<file path="config.mk">
export PLATFORM = sky130hd
export DESIGN_NAME = fifo_senior
export DESIGN_NICKNAME = d
export VERILOG_FILES = /design/src/rtl/fifo_senior.sv
export SDC_FILE = /design/constraint.sdc
export NUM_CORES = 1
export LEC_CHECK = 0
export BUFFER_PORTS_ARGS = -buffer_cell sky130_fd_sc_hd__buf_2
export CAP_MARGIN = 20
export CORE_AREA = 2 2 121 123
export DETAILED_ROUTE_END_ITERATION = 7
export DIE_AREA = 0 0 123 125
export GPL_ROUTABILITY_DRIVEN = 0
export GPL_TIMING_DRIVEN = 0
export PLACE_DENSITY = 0.6
export SLEW_MARGIN = 20
export SYNTH_ARGS = -nofsm -noshare
export SYNTH_HDL_FRONTEND = slang
export SYNTH_SLANG_ARGS = --single-unit
</file>
<file path="constraint.sdc">
create_clock -name clk_i -period 2.4 [get_ports clk_i]
set_input_delay 0.48 -clock clk_i [delete_from_list [all_inputs] [get_ports clk_i]]
set_output_delay 0.48 -clock clk_i [all_outputs]
set_load 0.01 [all_outputs]
</file>
<file path="src/rtl/fifo_senior.sv">
// fifo_senior: parametrised single-clock FIFO with fill count, thresholds, sticky errors and optional FWFT
// Ports: clk_i/rst_i clock and sync active-high reset; write/read push and pop requests;
// data_in write data; err_clr clears the sticky flags; data_out read data;
// fifo_empty/fifo_full/almost_full/almost_empty status; count stored words;
// overflow/underflow sticky drop/ignore flags.
module fifo_senior #(
    parameter int DATA_W   = 8,
    parameter int DEPTH    = 16,
    parameter int AF_LEVEL = DEPTH - 2,
    parameter int AE_LEVEL = 2,
    parameter int FWFT     = 0
) (
    input  logic                       clk_i,
    input  logic                       rst_i,
    input  logic                       write,
    input  logic                       read,
    input  logic [DATA_W-1:0]          data_in,
    input  logic                       err_clr,
    output logic [DATA_W-1:0]          data_out,
    output logic                       fifo_empty,
    output logic                       fifo_full,
    output logic                       almost_full,
    output logic                       almost_empty,
    output logic [$clog2(DEPTH):0]     count,
    output logic                       overflow,
    output logic                       underflow
);
    localparam int AW = $clog2(DEPTH);
    localparam int CW = AW + 1;
    localparam logic [CW-1:0] FULL_C = CW'(DEPTH);
    localparam logic [CW-1:0] AF_C   = CW'(AF_LEVEL);
    localparam logic [CW-1:0] AE_C   = CW'(AE_LEVEL);

    logic [DATA_W-1:0] r_mem [DEPTH];
    logic [AW-1:0]     r_wr_ptr, r_rd_ptr;
    logic [CW-1:0]     r_count;
    logic              r_empty, r_full, r_af, r_ae, r_ovf, r_udf;
    logic              w_rd, w_wr;
    logic [CW-1:0]     w_cnt_nxt;

    // a write into a full FIFO is still accepted when a read frees the slot on the same edge
    always_comb begin
        w_rd      = read && !r_empty;
        w_wr      = write && (!r_full || w_rd);
        w_cnt_nxt = (w_wr && !w_rd) ? r_count + 1'b1 :
                    (w_rd && !w_wr) ? r_count - 1'b1 : r_count;
    end

    always_ff @(posedge clk_i)
        if (w_wr && !rst_i)
            r_mem[r_wr_ptr] <= data_in;

    // flags are computed from the next count so they never lag count
    always_ff @(posedge clk_i) begin
        if (rst_i) begin
            r_wr_ptr <= '0;
            r_rd_ptr <= '0;
            r_count  <= '0;
            r_empty  <= 1'b1;
            r_full   <= 1'b0;
            r_af     <= (AF_C == '0);
            r_ae     <= 1'b1;
            r_ovf    <= 1'b0;
            r_udf    <= 1'b0;
        end else begin
            if (w_wr)
                r_wr_ptr <= r_wr_ptr + 1'b1;
            if (w_rd)
                r_rd_ptr <= r_rd_ptr + 1'b1;
            r_count <= w_cnt_nxt;
            r_empty <= (w_cnt_nxt == '0);
            r_full  <= (w_cnt_nxt == FULL_C);
            r_af    <= (w_cnt_nxt >= AF_C);
            r_ae    <= (w_cnt_nxt <= AE_C);
            r_ovf   <= (write && !w_wr) || (r_ovf && !err_clr);
            r_udf   <= (read && r_empty) || (r_udf && !err_clr);
        end
    end

    if (FWFT != 0) begin : g_fwft
        assign data_out = r_empty ? '0 : r_mem[r_rd_ptr];
    end else begin : g_reg
        logic [DATA_W-1:0] r_dout;
        always_ff @(posedge clk_i)
            if (rst_i)
                r_dout <= '0;
            else if (w_rd)
                r_dout <= r_mem[r_rd_ptr];
        assign data_out = r_dout;
    end

    assign fifo_empty   = r_empty;
    assign fifo_full    = r_full;
    assign almost_full  = r_af;
    assign almost_empty = r_ae;
    assign count        = r_count;
    assign overflow     = r_ovf;
    assign underflow    = r_udf;
endmodule
</file>
==> key figures <==
Outcome
  • Outcome: completed

Timing
  • Worst-Margin Slew: 0.720 ns
  • Final period util: 93.5%
  • RSZ-0062 raised after global routing: false
  • Slew margin rel.: 51.8%
  • Fmax: 446 MHz
  • Slew Viols, Final: 0
  • WHS: 0.349 ns
  • Setup TNS: 0 ns
  • Worst Clk Skew: 0.00581 ns
  • Period minus WS final: 2.24 ns
  • Final-report setup violation count: 0
  • Final Hold Fails: 0

CTS
  • TritonCTS Buffers: 17
  • Clk Latency, worst-skew pair: 0.42 ns
  • Root Driver: clkbuf_16
  • CTS H-tree depth: 4
  • Clock-pin transition on the worst setup and hold timing paths: 0.06 ns
  • Cts hold-fix bufs: 0
  • CTS tree: built
  • CTS max path bufs: 2
  • Sink Count: 155

Detailed routing
  • Vias post-DR: 3386
  • Post-DR wirelength/cell: 21.0 um
  • First-pass iteration count of the detailed router: 5
  • Avg Vias per Cell: 5.53
  • # DRC: 0
  • Final ANT Viol Nets: 0
  • Wirelength, routed: 12900 um
  • DRT iter0 DRCs: 328

Finish
  • Fillers: 1146
  • Nets: 435
  • Area delta synth->final: 19.6%
  • Post-Layout Cell Count: 612
  • End-of-flow core utilization: 52.1%
  • Layout cells sized above 1: 30.4%
  • Diodes inserted: 0

Global routing
  • Gr ovfl total: 0
  • Largest net degree at the start of global routing: 17
  • Gr usage total: 18.0%
  • First-pass GRT wire length: 19600 um
  • Antenna violations before repair: 0
  • Vias in the first global route: 3338

Yosys
  • FFs w/ async S/R, synth: 0%
  • Yosys cell types: 47
  • Top FF cell, synth: edfxtp_1
  • YS warnings: 0
  • Post-synthesis sequential area ratio: 70.9%
  • Number of synthesized flops with an enable pin: 128
  • Post-Syn Instances: 355
  • Netlist Area Pre-Place: 6180 um2
  • Syn nets: 375
  • Syn avg cell area: 17.4 um2
  • Yosys reg bits: 155

Power
  • Clock Power Share: 42.3%
  • Pwr dens: 861 nW/um2
  • Comb power frac: 10.1%
  • Int Pwr: 0.00494 W
  • Sw Pwr: 0.00143 W
  • P_leak: 2.48 nW
  • Peak supply drop: 0.515 mV
  • Switch share: 22.4%
  • Sequential power share: 47.6%

Die
  • Starting Density: 43.5%
  • Core area: 14200 um2
  • Die height: 125 um
  • Die W: 123 um
  • Rows: 44
  • Die Area: 15400 um2
  • Top Ports: 32

Placement
  • Placed cells: 574
  • I/O Buffers: 31
  • Final HPWL DP: 8420 um

Critical path
  • WP data required: 2.53 ns
  • CP startpoint kind: register
  • Setup Crit Path Kind: register to register
  • Worst-path maximum fanout: 10
  • Worst Setup End Kind: register
  • WP data arrival: 2.37 ns

Hold path
  • Hold WC Path Type: primary input to register

Flow run
  • Max_cap viols: 0
==> critical path: stages, from the launching register on <==
cell	delay, ns
dfxtp_1	0.36
nand2b_1	0.20
buf_2	0.22
a21boi_4	0.25
and2_2	0.26
nand2_2	0.18
nor3_4	0.27
buf_4	0.22
==> logic make-up (layout without fill, tap and decap cells) <==
group | after synthesis | count (layout) | synth area share [%]
flops | 155 | 155 | 70.9
simple gates | 77 | 77 | 6.31
compound gates | 50 | 50 | 5.24
mux | 33 | 33 | 12.6
buf+inv | 24 | 97 | 2.25
xor+xnor | 9 | 9 | 1.27
fa+ha+maj | 7 | 7 | 1.42
==> cell usage after synthesis (all sizes together) (5+ instances only) <==
master	count	area (um2)
a21oi	21	105
xnor2	5	43.8
nor3	6	35.0
mux4	32	769
clkbuf	5	20.0
a22oi	18	140
buf	13	96.3
dfxtp	27	541
ha	7	87.6
edfxtp	128	3840
nand2	10	37.5
nor2	36	135
inv	6	22.5
==> final timing paths <==
kind              slack (ns)        from     endpoint  cells after the start
hold reg to reg         0.49    overflow     overflow                      2
hold / removal          0.35       rst_i     count[1]                      2
setup / recovery        0.16  fifo_empty  r_mem[0][1]                      7
setup reg to reg        0.16  fifo_empty  r_mem[0][1]                      7
==> sequential cells by signal (all words and copies together) (netlist names) <==
signal and count:
fifo_full 1, r_rd_ptr 4, underflow 1, count 5
almost_empty 1, almost_full 1, overflow 1, r_wr_ptr 4
fifo_empty 1, r_mem 128, data_out 8
==> power groups by stage <==
stage / registers [W] / logic, W / clock network, W
6_report: 0.00303 / 0.000644 / 0.00269
5_1_grt: 0.00304 / 0.000700 / 0.00284
4_1_cts: 0.00303 / 0.000631 / 0.00272
3_5_place_dp: 0.00309 / 0.000626 / 0
3_3_place_gp: 0.00308 / 0.000610 / 0
2_1_floorplan: 0.00310 / 0.000405 / 0
==> per-stage QoR <==
step	total power (W)	instance area, um2	setup slack, ns
floorplan	0.00350	6180	0.0491
global placement	0.00369	6570	-0.916
detailed placement	0.00371	6620	-0.490
CTS	0.00639	7270	0.00254
global route	0.00658	7400	0.0368
finish	0.00637	7400	0.157
==> per-layer routing <==
| layer | track usage (%) | up-vias | routed length, um |
|---|---|---|---|
| li1 | - | 1539 | - |
| met1 | 23.8 | 1707 | 5490 |
| met2 | 28.8 | 120 | 6410 |
| met3 | 4.84 | 20 | 795 |
| met4 | 6.55 | 0 | 187 |
| met5 | 0 | - | 0 |
==> cells in the final DEF, fill, tap and decap left out, types with 5 or more instances in the layout <==
cell type	n
xnor2_1	5
clkbuf_16	17
mux4_2	19
buf_4	11
inv_1	6
nor2_4	12
edfxtp_1	128
clkbuf_1	8
a21oi_1	21
nor2_1	24
a22oi_1	17
nand2_1	6
mux4_1	13
buf_2	35
ha_1	7
dfxtp_1	27
==> layout make-up <==
type                            count  area (um2)  area share (%)
Sequential cell                   155        4380            59.2
Multi-Input combinational cell    176        1820            24.6
Clock buffer                       22         454            6.14
Timing Repair Buffer               41         230            3.11
Tap cell                          184         230            3.11
Clock inverter                     10         141            1.91
Buffer                             18         118            1.59
Inverter                            6        22.5           0.304
==> timing repair <==
| item | CTS | global route |
|---|---|---|
| setup buffers | 0 | 6 |
| pin swaps | 0 | 4 |
| setup endpoints to repair | 116 | 117 |
| resized for setup | 17 | 19 |
(Power assumes the default switching activity.)
